File: config.mk
export PLATFORM = sky130hd
export DESIGN_NAME = branch_cond_resolve
export DESIGN_NICKNAME = d
export VERILOG_FILES = /design/src/rtl/branch_cond_resolve.sv
export SDC_FILE = /design/constraint.sdc
export NUM_CORES = 1
export LEC_CHECK = 0
export ABC_AREA = 1
export CORE_UTILIZATION = 38
export CTS_CLUSTER_DIAMETER = 200
export DETAILED_ROUTE_END_ITERATION = 10
export PLACE_DENSITY = 0.72
export SYNTH_ARGS = -nofsm -noshare
export SYNTH_HDL_FRONTEND = slang
export SYNTH_SLANG_ARGS = --single-unit
File: constraint.sdc
create_clock -name clk -period 1.1 [get_ports clk]
set_input_delay 0.275 -clock clk [delete_from_list [all_inputs] [get_ports clk]]
set_output_delay 0.275 -clock clk [all_outputs]
set_load 0.02 [all_outputs]
File: src/rtl/branch_cond_resolve.sv
// Branch condition resolve stage: NZCV flag register, in-flight flag-writer tracking,
// stalling branch evaluation. Optional forwarding of writeback flags: BRANCH_COND_FLAG_FWD_EN.
module branch_cond_resolve #(
    parameter int unsigned PEND_W = 2
) (
    input  logic       clk,
    input  logic       rst,
    input  logic [3:0] alu_flags,
    input  logic       flag_wr_valid,
    input  logic       flag_issue,
    output logic       flag_issue_ready,
    input  logic       flush,
    input  logic       br_valid,
    input  logic [3:0] br_cond,
    output logic       br_ready,
    output logic       br_resp_valid,
    output logic       br_taken,
    output logic [3:0] cond
);

    localparam logic [PEND_W-1:0] PEND_MAX = {PEND_W{1'b1}};
    localparam logic [PEND_W-1:0] PEND_ONE = PEND_W'(1);

    typedef enum logic [1:0] {
        IDLE = 2'd0,
        WAIT = 2'd1,
        RESP = 2'd2
    } state_t;

    state_t            state;
    logic [PEND_W-1:0] pending;
    logic              resp_q;
    logic              issue_acc;
    logic              wr_dec;
    logic              uncond;
    logic              ok;
    logic              taken_c;
    logic [3:0]        eval_flags;

    // Evaluate a 4-bit condition code against NZCV flags.
    function automatic logic eval_cond(input logic [3:0] c, input logic [3:0] f);
        logic n, z, cy, v, r;
        n  = f[3];
        z  = f[2];
        cy = f[1];
        v  = f[0];
        r  = 1'b0;
        case (c)
            4'd0:  r = z;
            4'd1:  r = !z;
            4'd2:  r = cy;
            4'd3:  r = !cy;
            4'd4:  r = n;
            4'd5:  r = !n;
            4'd6:  r = v;
            4'd7:  r = !v;
            4'd8:  r = cy && !z;
            4'd9:  r = !cy || z;
            4'd10: r = (n == v);
            4'd11: r = (n != v);
            4'd12: r = !z && (n == v);
            4'd13: r = z || (n != v);
            4'd14: r = 1'b1;
            4'd15: r = 1'b0;
            default: r = 1'b0;
        endcase
        return r;
    endfunction

    assign flag_issue_ready = (pending != PEND_MAX) || flag_wr_valid;
    assign issue_acc        = flag_issue && flag_issue_ready;
    assign wr_dec           = flag_wr_valid && (pending != '0);
    assign uncond           = (br_cond[3:1] == 3'b111);

`ifdef BRANCH_COND_FLAG_FWD_EN
    // The last outstanding writer completing this cycle can be consumed directly.
    assign ok         = (pending == '0) || uncond || ((pending == PEND_ONE) && flag_wr_valid);
    assign eval_flags = flag_wr_valid ? alu_flags : cond;
`else
    assign ok         = (pending == '0) || uncond;
    assign eval_flags = cond;
`endif

    assign taken_c       = eval_cond(br_cond, eval_flags);
    assign br_ready      = br_valid && ok && !flush && ((state == IDLE) || (state == WAIT));
    assign br_resp_valid = resp_q && !flush;

    // Architectural flag register; written even during flush.
    always_ff @(posedge clk or posedge rst) begin
        if (rst) begin
            cond <= 4'b0000;
        end else if (flag_wr_valid) begin
            cond <= alu_flags;
        end
    end

    // Outstanding flag-writer counter.
    always_ff @(posedge clk or posedge rst) begin
        if (rst) begin
            pending <= '0;
        end else if (flush) begin
            pending <= '0;
        end else if (issue_acc && !wr_dec) begin
            pending <= pending + PEND_ONE;
        end else if (wr_dec && !issue_acc) begin
            pending <= pending - PEND_ONE;
        end
    end

    // Branch handshake FSM with registered response.
    always_ff @(posedge clk or posedge rst) begin
        if (rst) begin
            state    <= IDLE;
            resp_q   <= 1'b0;
            br_taken <= 1'b0;
        end else begin
            resp_q <= 1'b0;
            case (state)
                IDLE, WAIT: begin
                    if (br_ready) begin
                        state    <= RESP;
                        resp_q   <= 1'b1;
                        br_taken <= taken_c;
                    end else if (br_valid && !flush) begin
                        state <= WAIT;
                    end else begin
                        state <= IDLE;
                    end
                end
                RESP:    state <= IDLE;
                default: state <= IDLE;
            endcase
        end
    end

endmodule

; ---- Word level (Yosys, flattened, before mapping)
; Cells that the tools add are included.
[classes]
add_sub_neg = 2
n_eq_ne = 20
n_mux = 9
n_reduce_logical = 30
[ops]
columns = cell, n
row1 = $eq 4x4->1 const B, 8
row2 = $eq 4x3->1 const B, 4
row3 = $pmux 1 s16, 1
row4 = $logic_and 1x1->1, 11
row5 = $mux 2, 5
row6 = $eq 4x2->1 const B, 2
row7 = $logic_not 1->1, 7
row8 = $logic_or 1x1->1, 5
row9 = $eq 4x1->1 const B, 1
row10 = $logic_not 2->1, 2
row11 = $logic_not 4->1, 1
row12 = $eq 3x3->1 const B, 1
row13 = $mux 1, 3
row14 = $reduce_bool 3->1, 1
row15 = $add 2x1->2 const B, 1
row16 = $eq 2x1->1 const B, 1
row17 = $ne 2x2->1 const B, 1
row18 = $reduce_and 2->1, 1
row19 = $reduce_bool 2->1, 1
row20 = $reduce_or 2->1, 1
row21 = $sub 2x1->2 const B, 1
row22 = $eq 1x1->1, 1
row23 = $ne 1x1->1, 1
[totals]
ff_bits = 10
output_inout_bits = 8

; ---- Logic depth before layout (Yosys ltp)
[depth]
word_depth = 8
ltp_mapped = 10

; ---- Worst setup path before layout
; Ideal clock, no wire load.
[synth_path]
path_kind = register to output
start = reg pending[0]
end = out br_ready
arrival_ns = 0.959
required_ns = 0.825
slack_ns = -0.134
stages_incl_launch_ff = 6
n_path_buf = 0
path_cell_list = dfrtp_1 nor2_2 inv_2 o21ai_2 nand4_2 inv_1
[synth_via]
elab_chain_cells = 5
[synth_rtl]
columns = item, line
row1 = start: declaration, 31  ; logic [PEND_W-1:0] pending;
row2 = start signal: assignment, 104  ; pending <= pending + PEND_ONE;
row3 = start signal: assignment, 106  ; pending <= pending - PEND_ONE;
row4 = $logic_not 2->1, 80  ; assign ok = (pending == '0) || uncond;
row5 = $logic_or 1x1->1, 80
row6 = $logic_and 1x1->1 (3 in a row), 85  ; assign br_ready = br_valid && ok && !flush && ((state == IDLE) || (state == WAIT));
row7 = end: declaration, 15  ; output logic br_ready,
; Every way passes these cells.

; ---- Final worst setup path
[layout_path]
start = reg pending[1]
end = out br_ready
; The elaborated chain is that of the path after synthesis.

==> flow_summary_export.csv <==
group,metric,value,unit
cells_and_area,most-common-layout-cells,"nand2_1 (32), buf_4 (22), buf_6 (13), inv_1 (10), nor2_1 (8)",
sta,fmax,677.6,MHz
clock_tree,root_buffer,"clkbuf_4",
floorplanning,design.die.area,1785,um^2
clock_tree,cts_max_level,1,
detailed_routing,vias,876,
yosys,synth_compound_area_frac,0.1138,
sta,rsz0062_at_grt,"yes",
cells_and_area,drive_gt1_frac,0.4474,
sta,layout_min_cycle_time,1.476,ns
clock_tree,clk_path_buf_depth,2,
place,finalWeightedCongestion,0.7924,
grt,antenna_found_initial,0,
worst_setup_path,reg2reg_from,"pending[1]",
worst_setup_path,crit_end,"br_ready",
cells_and_area,fin_util,0.7724,
clock_tree,cts_made_buffers,3,
grt,first_global_vias,889,
place,io_buffers,21,
yosys,synth_top_family_by_area,"simple AND/OR/NAND/NOR gates",
sta,timing.final.crit_share,1.342,
worst_setup_path,rr_worst_depth,10,
yosys,ys_types,17,
yosys,synth_xor_area_frac,0,
sta,finalWorstSetupSlack,-0.3758,ns
clock_tree,insertion_delay,0.25,ns
hold_path,hold_path_class,"in2async",
yosys,avgSynthCellArea,6.156,um^2
worst_setup_path,cp_max_fo,2,
detailed_routing,first_pass_iters,4,
yosys,ys_ff_latch,8,
clock_tree,cts_tree,"yes",
sta,holdWs,0.2547,ns
cells_and_area,syn2layout_area_growth,89.03,%
detailed_routing,drc,0,
worst_setup_path,crit_type,"reg2out",
worst_setup_path,setup.worst_path.end_class,"output pin",
yosys,syn-instance-count,100,
floorplanning,rows,14,
sta,timing.final.hold_violations,0,
detailed_routing,drt_wl_total,2.156,mm
grt,grt_usage,0.2491,
detailed_routing,ant_nets,0,
outcome,failed_checks,"negative setup slack",
worst_setup_path,timing.rr.end,"br_taken",
grt,grt_pass1_wl,3.353,mm
cells_and_area,diodes,0,
worst_setup_path,startpoint,"pending[1]",
worst_setup_path,ff2ff_setup_slack,-0.29,ns
floorplanning,die_h,42.25,um
worst_setup_path,critPathLaunchType,"flop",
power_and_ir_drop,power.leakage,0.0006249,uW
sta,fin_worst_skew,0.007900,ns
power_and_ir_drop,p_per_area,1299,nW/um^2
power_and_ir_drop,power.total,1511,uW
clock_tree,cts.clk_slew.worst_paths,0.06,ns
sta,worstMarginPinSlew,0.2922,ns
outcome,run_status,"finished with violations",
yosys,syn-cell-area,615.6,um^2
sta,finalSetupViolCount,9,
cells_and_area,fill_cells,123,
cells_and_area,instances_no_fill,168,
worst_setup_path,arrival,1.20,ns
run,max_cap_viol_count,0,
floorplanning,ioPinCount,22,
floorplanning,die_x,42.25,um
place,hpwl,1.295,mm
place,dp.cells,155,
grt,grt_overflow_total,0,
detailed_routing,wl_per_cell,12.83,um
sta,slew_viol_final,0,
yosys,syn_nets,114,
yosys,synthSimpleGateAreaFrac,0.4451,
yosys,ys_seq_area_frac,0.3252,
detailed_routing,viasPerCell,5.214,
cells_and_area,final_common_cell,"nand2_1",
grt,grt_start_max_net_pins,9,
yosys,ys_warn_count,0,
floorplanning,design.core.area,1506,um^2
yosys,muxShareOfSynthArea,0,
yosys,synth_fa_ha_area_frac,0,
power_and_ir_drop,peakVddDrop,0.001081,V
clock_tree,cts_sinks,8,
detailed_routing,dr.first_iter.drc_count,24,
cells_and_area,layout.nets,167,
floorplanning,start_util,0.4086,
sta,relSlewSlack,0.8050,
worst_setup_path,required,0.82,ns
==> how the worst min path moves through the flow <==
stage	to	slack (ns)	cells past startpoint
final	cond[2]	0.25	2
after global routing	cond[2]	0.29	2
after CTS	cond[2]	0.25	2
after detailed placement	br_taken	0.48	2
after global placement	br_taken	0.48	2
after floorplan	br_taken	0.09	1
==> per-layer routing <==
metal  share of wire  GRT usage
met2            0.51     0.4215
met4           0.060     0.2000
met5               0          0
met1            0.38     0.2658
met3           0.049    0.04741
==> sequential cells by signal, indices dropped and copies added (netlist names) <==
signal	count
cond	4
resp_q	1
pending	2
br_taken	1
==> what timing repair did <==
item / 4_1_cts / 5_1_grt
hold buffers: 0 / 0
endpoints found under the setup margin: 11 / 12
pin swaps: 6 / 5
resized for setup: 67 / 12
buffers inserted: 9 / 4
==> area by class of cell <==
type	instances	area, um^2	area share
multi-input cells	74	411.6	0.3538
repair buffers	49	439.2	0.3774
well taps	16	20.02	0.01720
inverters	17	63.81	0.05484
flip-flops and latches	8	202.7	0.1742
clock buffers	4	26.28	0.02258
==> critical path: stages, from the launching register on <==
cell and delay, ns:
dfrtp_1 0.42, nor2_4 0.12, inv_2 0.05, o21ai_2 0.05, nand4_2 0.12, inv_2 0.09
buf_6 0.11
==> cells in the mapped netlist (all sizes together) <==
cell type  number  share of area
nand2          38           0.24
inv            17           0.10
nor2           13          0.096
nand3          10          0.089
dfrtp           8           0.33
o21ai           8          0.071
a21oi           3          0.030
buf             1          0.012
nand4           1          0.020
o21a            1          0.012
==> stage by stage <==
stage | cell area, um^2 | setup slack (ns) | TNS (ns)
final | 1164 | -0.3758 | -1.701
after global routing | 1164 | -0.4404 | -2.151
after CTS | 1111 | -0.3990 | -1.554
after detailed placement | 983.4 | -0.9684 | -4.874
after global placement | 983.4 | -0.9348 | -4.700
after floorplan | 618.1 | -0.08100 | -0.09207
==> cell families after synthesis <==
group	count (synthesis)
buffers and inverters	18
AOI/OAI and AO/OA	12
DFF	8
and+or+nand+nor	62
==> power breakdown <==
| group | switching (uW) | internal, uW | total (uW) | leakage, uW |
|---|---|---|---|---|
| sequential | 56.5 | 354 | 411 | 0.0000972 |
| combinational | 423 | 441 | 865 | 0.000513 |
| clock | 96.9 | 139 | 235 | 0.0000150 |
No activity file was read; power rests on OpenSTA's default activity.
